--- config.mk ---
export PLATFORM = sky130hd
export DESIGN_NAME = imu_spi_responder
export DESIGN_NICKNAME = d
export VERILOG_FILES = /design/src/rtl/imu_spi_responder_pkg.sv /design/src/rtl/spi_sync_edge.sv /design/src/rtl/imu_spi_responder.sv
export SDC_FILE = /design/constraint.sdc
export NUM_CORES = 1
export LEC_CHECK = 0
export CORE_MARGIN = 10
export CORE_UTILIZATION = 40
export DETAILED_ROUTE_END_ITERATION = 12
export GPL_ROUTABILITY_DRIVEN = 0
export PLACE_DENSITY = 0.59
export SYNTH_ARGS = -nofsm -noshare
export SYNTH_HDL_FRONTEND = slang
export SYNTH_SLANG_ARGS = --single-unit
--- constraint.sdc ---
create_clock -name clock -period 3.2 [get_ports clock]
set_input_delay 0.96 -clock clock [delete_from_list [all_inputs] [get_ports clock]]
set_output_delay 0.96 -clock clock [all_outputs]
set_load 0.05 [all_outputs]
--- src/rtl/imu_spi_responder_pkg.sv ---
// Shared definitions for the IMU SPI responder: FSM states and frame constants.
package imu_spi_responder_pkg;

  localparam int BYTE_BITS    = 8;
  localparam int CMD_READ_BIT = 7;
  localparam int BIT_CNT_W    = 3;

  typedef enum logic [1:0] {
    IDLE = 2'd0,
    CMD  = 2'd1,
    RD   = 2'd2,
    WR   = 2'd3
  } spi_state_e;

  function automatic logic [BYTE_BITS-1:0] shift_in(input logic [BYTE_BITS-2:0] cur,
                                                    input logic              bit_in);
    return {cur, bit_in};
  endfunction

endpackage

--- src/rtl/spi_sync_edge.sv ---
// Two-flop synchronizer for an SPI pin plus an edge-detect flop giving 1-cycle rise/fall pulses.
module spi_sync_edge #(
  parameter logic RESET_VAL = 1'b0
) (
  input  logic clock,
  input  logic reset,
  input  logic din,
  output logic level,
  output logic rise,
  output logic fall
);

  logic s1, s2, s3;

  always_ff @(posedge clock or negedge reset) begin
    if (!reset) begin
      s1 <= RESET_VAL;
      s2 <= RESET_VAL;
      s3 <= RESET_VAL;
    end else begin
      s1 <= din;
      s2 <= s1;
      s3 <= s2;
    end
  end

  assign level = s2;
  assign rise  = s2 & ~s3;
  assign fall  = ~s2 & s3;

endmodule

--- src/rtl/imu_spi_responder.sv ---
// SPI mode-0 slave emulating the IMU register interface; all SPI pins are oversampled on clock.
// state | meaning
// IDLE  | ss high, miso held low
// CMD   | receiving command byte, shifting out status byte
// RD    | streaming reg[ptr] to miso, ptr advances per byte
// WR    | capturing bytes from mosi into reg[ptr], ptr advances per byte
module imu_spi_responder
  import imu_spi_responder_pkg::*;
#(
  parameter int                   ADDR_W      = 5,
  parameter logic [BYTE_BITS-1:0] STATUS_BYTE = 8'hA5
) (
  input  logic                 clock,
  input  logic                 reset,
  input  logic                 ss,
  input  logic                 sck,
  input  logic                 mosi,
  output logic                 miso,
  input  logic                 host_we,
  input  logic [ADDR_W-1:0]    host_addr,
  input  logic [BYTE_BITS-1:0] host_wdata,
  output logic [BYTE_BITS-1:0] host_rdata,
  output logic                 wr_strobe,
  output logic [ADDR_W-1:0]    wr_addr,
  output logic [BYTE_BITS-1:0] wr_data,
  output logic                 busy,
  output logic                 frame_done
);

  localparam int DEPTH = 2 ** ADDR_W;

  logic ss_level_unused, ss_rise, ss_fall;
  logic sck_level_unused, sck_rise, sck_fall;
  logic mosi_s, mosi_rise_unused, mosi_fall_unused;

  spi_sync_edge #(.RESET_VAL(1'b1)) u_sync_ss (
    .clock(clock), .reset(reset), .din(ss),
    .level(ss_level_unused), .rise(ss_rise), .fall(ss_fall)
  );

  spi_sync_edge #(.RESET_VAL(1'b0)) u_sync_sck (
    .clock(clock), .reset(reset), .din(sck),
    .level(sck_level_unused), .rise(sck_rise), .fall(sck_fall)
  );

  spi_sync_edge #(.RESET_VAL(1'b0)) u_sync_mosi (
    .clock(clock), .reset(reset), .din(mosi),
    .level(mosi_s), .rise(mosi_rise_unused), .fall(mosi_fall_unused)
  );

  spi_state_e state, state_nxt;

  logic [BYTE_BITS-1:0] mem [DEPTH];
  logic [BIT_CNT_W-1:0] bit_cnt, bit_cnt_nxt;
  logic [BYTE_BITS-2:0] rx_shift, rx_nxt;
  logic [BYTE_BITS-1:0] tx_shift, tx_nxt;
  logic [ADDR_W-1:0]    ptr, ptr_nxt;
  logic                 got_byte, got_byte_nxt;
  logic                 mst_we;
  logic                 frame_done_nxt;

  logic [BYTE_BITS-1:0] rx_byte;
  logic [ADDR_W-1:0]    cmd_addr;
  logic [ADDR_W-1:0]    ptr_inc;
  logic                 byte_end;

  assign rx_byte  = shift_in(rx_shift, mosi_s);
  assign cmd_addr = rx_byte[ADDR_W-1:0];
  assign ptr_inc  = ptr + 1'b1;
  assign byte_end = sck_rise && (bit_cnt == '1);

  always_ff @(posedge clock or negedge reset) begin
    if (!reset) state <= IDLE;
    else        state <= state_nxt;
  end

  always_comb begin
    state_nxt      = state;
    bit_cnt_nxt    = bit_cnt;
    rx_nxt         = rx_shift;
    tx_nxt         = tx_shift;
    ptr_nxt        = ptr;
    got_byte_nxt   = got_byte;
    mst_we         = 1'b0;
    frame_done_nxt = 1'b0;

    if (state == IDLE) begin
      if (ss_fall) begin
        state_nxt    = CMD;
        tx_nxt       = STATUS_BYTE;
        bit_cnt_nxt  = '0;
        rx_nxt       = '0;
        got_byte_nxt = 1'b0;
      end
    end else if (ss_rise) begin
      state_nxt      = IDLE;
      tx_nxt         = '0;
      bit_cnt_nxt    = '0;
      rx_nxt         = '0;
      got_byte_nxt   = 1'b0;
      frame_done_nxt = got_byte;
    end else begin
      if (sck_rise) begin
        rx_nxt      = rx_byte[BYTE_BITS-2:0];
        bit_cnt_nxt = bit_cnt + 1'b1;
      end
      // The fall that follows a completed byte must not shift: tx was just reloaded.
      if (sck_fall && (bit_cnt != '0)) begin
        tx_nxt = tx_shift << 1;
      end
      if (byte_end) begin
        got_byte_nxt = 1'b1;
        case (state)
          CMD: begin
            ptr_nxt = cmd_addr;
            if (rx_byte[CMD_READ_BIT]) begin
              state_nxt = RD;
              tx_nxt    = mem[cmd_addr];
            end else begin
              state_nxt = WR;
              tx_nxt    = '0;
            end
          end
          RD: begin
            ptr_nxt = ptr_inc;
            tx_nxt  = mem[ptr_inc];
          end
          WR: begin
            mst_we  = 1'b1;
            ptr_nxt = ptr_inc;
            tx_nxt  = '0;
          end
          default: state_nxt = IDLE;
        endcase
      end
    end
  end

  always_ff @(posedge clock or negedge reset) begin
    if (!reset) begin
      bit_cnt    <= '0;
      rx_shift   <= '0;
      tx_shift   <= '0;
      ptr        <= '0;
      got_byte   <= 1'b0;
      frame_done <= 1'b0;
      wr_strobe  <= 1'b0;
      wr_addr    <= '0;
      wr_data    <= '0;
    end else begin
      bit_cnt    <= bit_cnt_nxt;
      rx_shift   <= rx_nxt;
      tx_shift   <= tx_nxt;
      ptr        <= ptr_nxt;
      got_byte   <= got_byte_nxt;
      frame_done <= frame_done_nxt;
      wr_strobe  <= mst_we;
      if (mst_we) begin
        wr_addr <= ptr;
        wr_data <= rx_byte;
      end
    end
  end

  // Single write port: the host side has priority over the master.
  always_ff @(posedge clock or negedge reset) begin
    if (!reset) begin
      for (int i = 0; i < DEPTH; i++) mem[i] <= '0;
    end else if (host_we) begin
      mem[host_addr] <= host_wdata;
    end else if (mst_we) begin
      mem[ptr] <= rx_byte;
    end
  end

  assign host_rdata = mem[host_addr];
  assign miso       = tx_shift[BYTE_BITS-1];
  assign busy       = (state != IDLE);

endmodule

==> results.cfg <==
[synthesis]
yosysWarnings = 0
syn_avg_cell_area_um2 = 10.1
synth_cell_types = 54
ys_seq_area_share_pct = 37.6
ys_ff_latch = 305
synth_cells = 2006
synth-edff-count = 0
synth_commonest_cells = 319 x nor2_1, 310 x a22oi_1, 302 x dfrtp_1
synthArstFlopShare_pct = 100
synth_top_cell_by_area = dfrtp_1
syn_nets = 2032
yosysMostFrequentCell = nor2_1
yosysTopAreaCellShare_pct = 37.3
ys.flop_type = dfrtp_1
synth_area_leaders = dfrtp_1 37%, mux4_2 19%, a22oi_1 11%, a21oi_1 6.5%, nor2_1 5.9%
syn_area_mm2 = 0.0203

[floorplan]
die_w_um = 245
start_util_pct = 40.4
core-area_mm2 = 0.0502
die_area_mm2 = 0.0601
chipHeight_um = 245
ios = 44
fp-row-count = 82

[critical_path]
r2r_setup_slack_ns = 0.11
cp-end-kind = output port
path_common_cell = buf_16
crit_slowest_cell = mux4_2
arrival_ns = 2.74
critPathBufInv = 4
path_cells = buf_16 -> buf_16 -> mux4_2 -> a22oi_1 -> nand4_1 -> buf_4 -> buf_12
r2r_end = tx_shift[0]
r2r_start = ptr[1]
r2r_cells = 7
worst-setup-path-type = in2out
crit_required_ns = 2.24
path_delay_family = buffers and inverters
cp-start-kind = input port
max_stage_delay_ns = 0.60
cp_max_fo = 8

[min_path]
holdCritPathClass = in2async

[pwr]
switching_share_pct = 36.2
seqPwrFrac_pct = 42.6
power_mw = 13.9
vdd_drop_max_uv = 312
p_switching_mw = 5.04
p_int_mw = 8.87
clkPwrFrac_pct = 29.5
cellPowerDensity_mw_per_mm2 = 579
power_frac_comb_pct = 27.9
p_leak_nw = 9.11

[route]
drt-total-wl_mm = 85.7
drc_errors = 0
ant_nets = 0
drt_iter0_drc = 3267
wire_per_inst_um = 30.7
firstDrtPassIters = 7
dr_total_vias = 19400
vias_per_cell = 6.93

[timing]
fin_skew_ns = 0.0220
timing.hold.ws_ns = 0.323
rsz0062_at_grt = yes
max_freq_mhz = 270
slew_headroom_pct = 33.2
final.setup.tns_ns = -3.31
setup_viol = 8
finalCritPeriodShare_pct = 116
min_period_ns = 3.70
setup_slack_ns = -0.499
finalHoldViolCount = 0
finalMaxSlewViolations = 0
tightest_slew_ns = 1.00

[placed_design]
port_buffers = 43
dp_hpwl_mm = 58.4
pre_cts_ws_ns = -0.866
place_inst = 2707

[global_routing]
grt_pass1_vias = 18500
grt_pass1_wl_mm = 127
grt-ovfl-total = 0
antenna_found_initial = 1
grt_max_degree = 74
grt_usage_pct = 27.9

[clock_tree]
cts.sinks = 305
clock_latency_ns = 0.58
cts_buffers = 36
clock_path_buffers = 3
clk_pin_slew_ns = 0.06
h-tree-depth = 2
cts_tree = yes
clockRootBuffer = clkbuf_16

[status]
violations = setup timing
outcome = finished with violations

[layout]
drive_gt1_share_pct = 25.4
layout-area-overhead-vs-synth_pct = 18.4
finalNonFillerCells = 2793
nets = 2120

[run]
maxCapViolCount = 0
[power groups by stage]
stage | registers [mW] | clock network [mW] | logic (mW)
3_5_place_dp | 5.91 | 0 | 3.63
6_report | 5.93 | 4.11 | 3.88
4_1_cts | 5.85 | 4.14 | 3.74
3_3_place_gp | 5.90 | 0 | 3.58
2_1_floorplan | 5.23 | 0 | 2.46
5_1_grt | 5.95 | 4.30 | 4.09
[registers in the layout, indices dropped and copies added (netlist names), 2 cells and up]
name,count
mem,256
tx_shift,8
wr_data,8
rx_shift,7
ptr,5
wr_addr,5
bit_cnt,3
state,2
[cell type report]
cell class / instances / area, um^2
fillers: 4585 / 26200
clock buffers: 51 / 1030
flip-flops and latches: 305 / 7650
multi-input cells: 1493 / 11800
diodes: 1 / 2.50
well taps: 672 / 841
repair buffers: 241 / 2460
clock inverters: 13 / 124
inverters: 17 / 63.8
[kinds of logic after synthesis]
group                    Yosys count  share of synthesized area [%]
XOR/XNOR                           6                          0.333
AND/OR/NAND/NOR                  554                           11.8
flip-flops                       305                           37.6
adder cells (fa/ha/maj)            7                          0.432
AO/OA/AOI/OAI                    677                           21.9
buffers and inverters            208                           4.89
multiplexers                     249                           23.0
[worst reg2reg max path, cell delays in order (launching register included)]
cell       delay (ns)
dfrtp_1          0.47
inv_1            0.13
ha_4             0.67
mux4_2           0.38
mux2i_1          0.21
a2111oi_1        0.86
o211ai_1         0.19
nand3_1          0.11
[how the worst max path moves through the flow]
stage,from,cells after the start,to
after floorplan,host_addr[1],5,host_rdata[1]
after global placement,host_addr[4],7,host_rdata[6]
after detailed placement,host_addr[4],7,host_rdata[6]
after CTS,host_addr[1],7,host_rdata[6]
after global routing,host_addr[1],7,host_rdata[6]
final,host_addr[1],7,host_rdata[0]
[metrics by stage]
stage,utilization (%),area [um^2]
after CTS,47.7,23900
after global placement,44.6,22400
after detailed placement,44.6,22400
final,47.9,24000
after global routing,47.9,24000
after floorplan,-,20400
[layout by cell type (no fill, tap or decap), types with 15 or more instances in the layout]
master,count
nor2_1,318
a22o_2,15
clkbuf_16,36
buf_12,31
a21oi_1,264
mux4_2,168
nor2_2,19
o21ai_0,30
nand2_1,94
nand3_1,47
a22oi_1,290
buf_4,160
a22oi_2,20
clkdlybuf4s50_1,27
inv_1,15
mux2i_1,64
dfrtp_1,296
[per-layer routing]
metal,wire (um),GRT usage (%),vias to the layer above,part of all wire [%]
met4,5330,15.6,2,6.2
met5,17,0,-,0.020
met1,31200,35.7,9539,36
met2,37200,41.0,1602,43
met3,12000,9.37,337,14
li1,-,-,7881,-
[timing repair]
item,in CTS,in global routing
setup endpoints to repair,8,9
pin swaps,13,9
setup buffers,13,4
gates resized for setup,52,20
hold buffers,0,0
gates cloned,5,0
Power figures use the tool's default switching activity.
